`config.mk`:
```
export PLATFORM = sky130hd
export DESIGN_NAME = alarm_frame_tx
export DESIGN_NICKNAME = d
export VERILOG_FILES = /design/src/rtl/alarm_frame_tx.sv
export SDC_FILE = /design/constraint.sdc
export NUM_CORES = 1
export LEC_CHECK = 0
export BUFFER_PORTS_ARGS = -buffer_cell sky130_fd_sc_hd__buf_2
export CAP_MARGIN = 20
export CORE_MARGIN = 4
export CORE_UTILIZATION = 55
export DETAILED_ROUTE_END_ITERATION = 8
export GPL_ROUTABILITY_DRIVEN = 0
export GPL_TIMING_DRIVEN = 0
export PLACE_DENSITY = 0.76
export SLEW_MARGIN = 10
export SYNTH_ARGS = -nofsm -noshare
export SYNTH_HDL_FRONTEND = slang
export SYNTH_SLANG_ARGS = --single-unit
```
`constraint.sdc`:
```
create_clock -name Clock -period 3.65 [get_ports Clock]
set_input_delay 0.73 -clock Clock [delete_from_list [all_inputs] [get_ports Clock]]
set_output_delay 0.73 -clock Clock [all_outputs]
set_load 0.01 [all_outputs]
```
`src/rtl/alarm_frame_tx.sv`:
```
// alarm_frame_tx: queues alarm events and streams each one as a SYNC/zone/code byte frame over ready/send/data.
// Build option: define ALARM_FRAME_CHECKSUM_EN for 4-byte frames ending with SYNC^zone^code.
module alarm_frame_tx #(
   parameter int         DEPTH = 4,
   parameter logic [7:0] SYNC  = 8'hA5
) (
   input  logic       Clock,
   input  logic       Reset,
   input  logic       evValid,
   input  logic [7:0] evZone,
   input  logic [7:0] evCode,
   output logic       evReady,
   output logic       dropped,
   input  logic       ready,
   output logic       send,
   output logic [7:0] data,
   output logic       busy
);

   localparam int AW = $clog2(DEPTH);
`ifdef ALARM_FRAME_CHECKSUM_EN
   localparam logic [1:0] LAST_IDX = 2'd3;
`else
   localparam logic [1:0] LAST_IDX = 2'd2;
`endif
   localparam logic [AW:0]   FULL_CNT = (AW+1)'(DEPTH);
   localparam logic [AW:0]   CNT_ONE  = (AW+1)'(1);
   localparam logic [AW-1:0] PTR_ONE  = AW'(1);

   typedef enum logic [1:0] {
      IDLE    = 2'd0,
      ISSUE   = 2'd1,
      ACK     = 2'd2,
      WAITRDY = 2'd3
   } state_t;

   state_t        state_reg, state_next;

   logic [15:0]   mem [DEPTH];
   logic [AW-1:0] wr_ptr_reg, rd_ptr_reg;
   logic [AW:0]   count_reg;
   logic          full, empty, push, pop;

   logic [15:0]   hold_reg;
   logic [1:0]    idx_reg, idx_next;
   logic          send_reg, send_next;
   logic [7:0]    data_reg, data_next;
   logic          dropped_reg;
   logic [7:0]    frame_byte;

   // ------------------------------------------------------------------
   // Event FIFO
   // ------------------------------------------------------------------
   assign full    = (count_reg == FULL_CNT);
   assign empty   = (count_reg == '0);
   assign evReady = !full;
   // A pop on the same edge never frees room for a push: full refuses regardless.
   assign push    = evValid && !full;

   // Storage plus registered read straight into the frame hold register.
   always_ff @(posedge Clock) begin
      if (push)
         mem[wr_ptr_reg] <= {evZone, evCode};
      if (pop)
         hold_reg <= mem[rd_ptr_reg];
   end

   always_ff @(posedge Clock) begin
      if (Reset) begin
         wr_ptr_reg  <= '0;
         rd_ptr_reg  <= '0;
         count_reg   <= '0;
         dropped_reg <= 1'b0;
      end else begin
         if (push)
            wr_ptr_reg <= wr_ptr_reg + PTR_ONE;
         if (pop)
            rd_ptr_reg <= rd_ptr_reg + PTR_ONE;
         case ({push, pop})
            2'b10:   count_reg <= count_reg + CNT_ONE;
            2'b01:   count_reg <= count_reg - CNT_ONE;
            default: count_reg <= count_reg;
         endcase
         dropped_reg <= evValid && !evReady;
      end
   end

   // ------------------------------------------------------------------
   // Frame byte selection
   // ------------------------------------------------------------------
   always_comb begin
      frame_byte = 8'h00;
      case (idx_reg)
         2'd0:    frame_byte = SYNC;
         2'd1:    frame_byte = hold_reg[15:8];
         2'd2:    frame_byte = hold_reg[7:0];
`ifdef ALARM_FRAME_CHECKSUM_EN
         2'd3:    frame_byte = SYNC ^ hold_reg[15:8] ^ hold_reg[7:0];
`endif
         default: frame_byte = 8'h00;
      endcase
   end

   // ------------------------------------------------------------------
   // Frame state machine
   // ------------------------------------------------------------------
   always_ff @(posedge Clock) begin
      if (Reset)
         state_reg <= IDLE;
      else
         state_reg <= state_next;
   end

   always_comb begin
      state_next = state_reg;
      case (state_reg)
         IDLE:    if (!empty) state_next = ISSUE;
         ISSUE:   if (ready)  state_next = ACK;
         ACK:     if (!ready) state_next = WAITRDY;
         WAITRDY: if (ready)  state_next = (idx_reg == LAST_IDX) ? IDLE : ISSUE;
         default: state_next = IDLE;
      endcase
   end

   always_comb begin
      pop       = 1'b0;
      idx_next  = idx_reg;
      send_next = 1'b0;
      data_next = data_reg;
      case (state_reg)
         IDLE: begin
            if (!empty) begin
               pop      = 1'b1;
               idx_next = 2'd0;
            end
         end
         ISSUE: begin
            if (ready) begin
               send_next = 1'b1;
               data_next = frame_byte;
            end
         end
         WAITRDY: begin
            if (ready && (idx_reg != LAST_IDX))
               idx_next = idx_reg + 2'd1;
         end
         default: begin
         end
      endcase
   end

   // data holds its value until the next ISSUE so the transmitter sees a stable byte.
   always_ff @(posedge Clock) begin
      if (Reset) begin
         idx_reg  <= 2'd0;
         send_reg <= 1'b0;
         data_reg <= 8'h00;
      end else begin
         idx_reg  <= idx_next;
         send_reg <= send_next;
         data_reg <= data_next;
      end
   end

   assign send    = send_reg;
   assign data    = data_reg;
   assign dropped = dropped_reg;
   assign busy    = (state_reg != IDLE);

endmodule

```
==> summary.txt <==
Floorplan
  – Area of the die: 8660 um2
  – Core Box Area: 6910 um2
  – Starting Density: 0.576
  – I/O pins: 32
  – Die width: ~93 um
  – Cell Rows: 30
  – Die Y: 93.1 um

Synth
  – Synth Instances: 230
  – Syn Nets: 265
  – Post-synthesis async set-or-reset flop share: 0
  – Netlist Area Pre-Place: 3980 um2
  – Syn_area_per_cell: roughly 17 um2
  – Seq cells post-synth: 101
  – Most used flip-flop cell after synthesis: edfxtp_1
  – Sequential area share after synthesis: 0.709
  – EDFF count, synth: 80
  – Yosys warnings: 0
  – Post-synth cell types: 38

Worst setup path
  – CP max FO: 18
  – Data required, critical path: slightly below 4 ns
  – Crit Path Class: reg -> reg
  – RR Startpoint: state_reg[0]
  – FF-to-FF path depth: 9
  – Worst Setup End Kind: flop
  – Startpoint Class: flop
  – Reg2reg setup slack: 0.94 ns
  – CP peak stage delay: 0.49 ns
  – Slowest cell on crit path: o31a_2
  – Crit path max-delay family: adder cells
  – Worst path buffer plus inverter count: 2
  – Critical R2R Capture: count_reg[2]
  – Crit-path cells: inv_1 > ha_1 > o31a_2 > ha_1 > inv_1 > fa_1 > xor2_1 > or3_2 > a21oi_1
  – Critical path data arrival time: 3.00 ns

Timing
  – Fin crit period: roughly 2.7 ns
  – Max-slew violations: 0
  – Fin Clk Skew: 0.00936 ns
  – Fin Hold WS: 0.522 ns
  – Part of the cycle the worst path needs: 0.743
  – Slew HR: 0.665
  – Finish-stage setup viols: 0
  – Slew @ Worst Pin: 0.502 ns
  – RSZ-0062 raised after global routing: no
  – Setup TNS: 0 ns
  – Final Hold Viols: 0
  – Max Fclk: ~370 MHz

Route
  – Total via count in the routed design: 2005
  – Initial DRC count: 172
  – Drt wl/cell: 17.1 um
  – Routed wire length: 6340 um
  – Final ANT Viol Nets: 0
  – DRC Markers: 0
  – Via density: 5.40
  – Pre-antenna DRT Iters: 4

Outcome
  – Status: finished clean

Pwr
  – Power per Cell Area: 638 nW/um2
  – Overall Power: around 0.0028 W
  – Peak supply drop: 0.343 mV
  – Leak: between 1.5 and 2 nW

Min path
  – Hold path endpoint: data[7]
  – Hold WC Path Type: reg -> reg
  – Hold Path Cell Cnt: 2
  – Worst Min Path Start: data[7]

Global route
  – Grt ovf: 0
  – Initial antenna violation count: 0
  – Number of global-route vias before repair: 2055
  – Largest net degree at the start of global routing: 19
  – First-pass GRT wire length: 10300 um
  – Gr usage total: 0.161

Finish
  – Max FFs per register: 64
  – Nets: just over 300
  – Register area: 2820 um2
  – Inserted Diodes: 0
  – Multi-input gate area in the final layout: 1060 um2
  – Area grow syn2layout: 11.2%
  – Number of fill cells: 533
  – Fin util: 0.641
  – Share of layout cells above drive strength 1: 0.262

Clocking
  – # clock sinks: slightly above 100
  – Setup bufs post-CTS: 0
  – Clock slew at reported path FFs: 0.09 ns
  – Htree depth: 3
  – PostCTS Resize Cnt: 0
  – Root Driver: clkbuf_8
  – CTS Hold Bufs: 0
  – CTS tree: yes
  – Clock Tree Buf Depth: 2
  – Worst-skew pair later-pin latency: 0.36 ns
  – CTS Buf Count: 9

Place
  – IO buf count: 29
  – Dpl hpwl: 4180 um

Job
  – MaxCap Viol Count: 0
==> where the power goes <==
part	leakage [nW]	internal (W)	switching, W	total (W)
Combinational	0.572	0.000271	0.000335	0.000606
Clock	0.0892	0.000257	0.000380	0.000637
Sequential	0.909	0.00150	0.0000801	0.00158
==> stage by stage <==
stage | setup slack [ns] | area [um2] | std cells
after floorplan | 1.25 | 3980 | 230
after global placement | 1.01 | 4250 | 355
after detailed placement | 0.953 | 4250 | 355
after CTS | 0.922 | 4430 | 371
after global routing | 0.746 | 4430 | 371
final | 0.936 | 4430 | 371
==> area by class of cell <==
cell class                 count  share of cell area
multi-input combinational    107               0.239
buffer                        11              0.0133
sequential                   101               0.638
inverter                      11             0.00933
timing repair buffer          29              0.0328
clock buffer                   9              0.0280
clock inverter                 7              0.0124
tap                           96              0.0271
==> synthesized netlist by cell type, drive strengths merged (6+ instances only) <==
master,n,area share
edfxtp,80,0.60
dfxtp,21,0.11
mux4,16,0.091
ha,14,0.044
nor2,14,0.013
inv,11,0.010
a22oi,8,0.015
buf,7,0.011
nand2,7,0.0066
a21oi,6,0.0085
==> metal layers <==
metal | share of wire | up-vias | GRT usage
li1 | - | 967 | -
met1 | 0.42 | 969 | 0.199
met2 | 0.51 | 58 | 0.270
met3 | 0.063 | 11 | 0.0483
met4 | 0.015 | 0 | 0.0574
met5 | 0 | - | 0
==> layout by cell type, fill, tap and decap left out, types with 2 or more instances in the layout <==
cell,n
nand2b_1,2
and3_2,4
and3b_1,2
buf_2,31
a21oi_1,5
xor2_1,3
ha_1,14
nand3_1,4
clkinv_1,2
nor2_1,14
inv_8,2
inv_1,11
a22oi_1,8
a22o_1,4
clkbuf_1,4
inv_6,2
mux4_2,16
mux2i_1,4
nand2_1,7
dfxtp_1,21
a221o_1,4
buf_1,2
edfxtp_1,80
clkbuf_8,9
buf_4,2
==> worst reg2reg max path: cells and delay by family, from the launching register on <==
family	cells	cell delay (ns)
adders and majority gates	3	0.89
AOI/OAI and AO/OA	2	0.63
and+or+nand+nor	1	0.41
DFF	1	0.37
buffers and inverters	2	0.19
xor gates and xnor gates	1	0.16
==> how the worst max path moves through the flow <==
stage / start / end / slack (ns) / depth (start not counted)
floorplan: state_reg[0] / count_reg[2] / 1.25 / 9
finish: state_reg[0] / count_reg[2] / 0.94 / 9
global route: state_reg[0] / count_reg[2] / 0.75 / 9
detailed placement: state_reg[0] / count_reg[2] / 0.95 / 9
CTS: state_reg[0] / count_reg[2] / 0.92 / 9
global placement: state_reg[0] / count_reg[2] / 1.01 / 9
==> logic make-up after synthesis <==
group                      count (synthesis)  share of synthesized area
AOI/OAI and AO/OA                         28                     0.0544
xor gates and xnor gates                   4                    0.00880
adders and majority gates                 15                     0.0490
buffers and inverters                     22                     0.0251
DFF                                      101                      0.709
muxes                                     20                      0.101
and+or+nand+nor                           40                     0.0531
No activity file was read; power rests on OpenSTA's default activity.
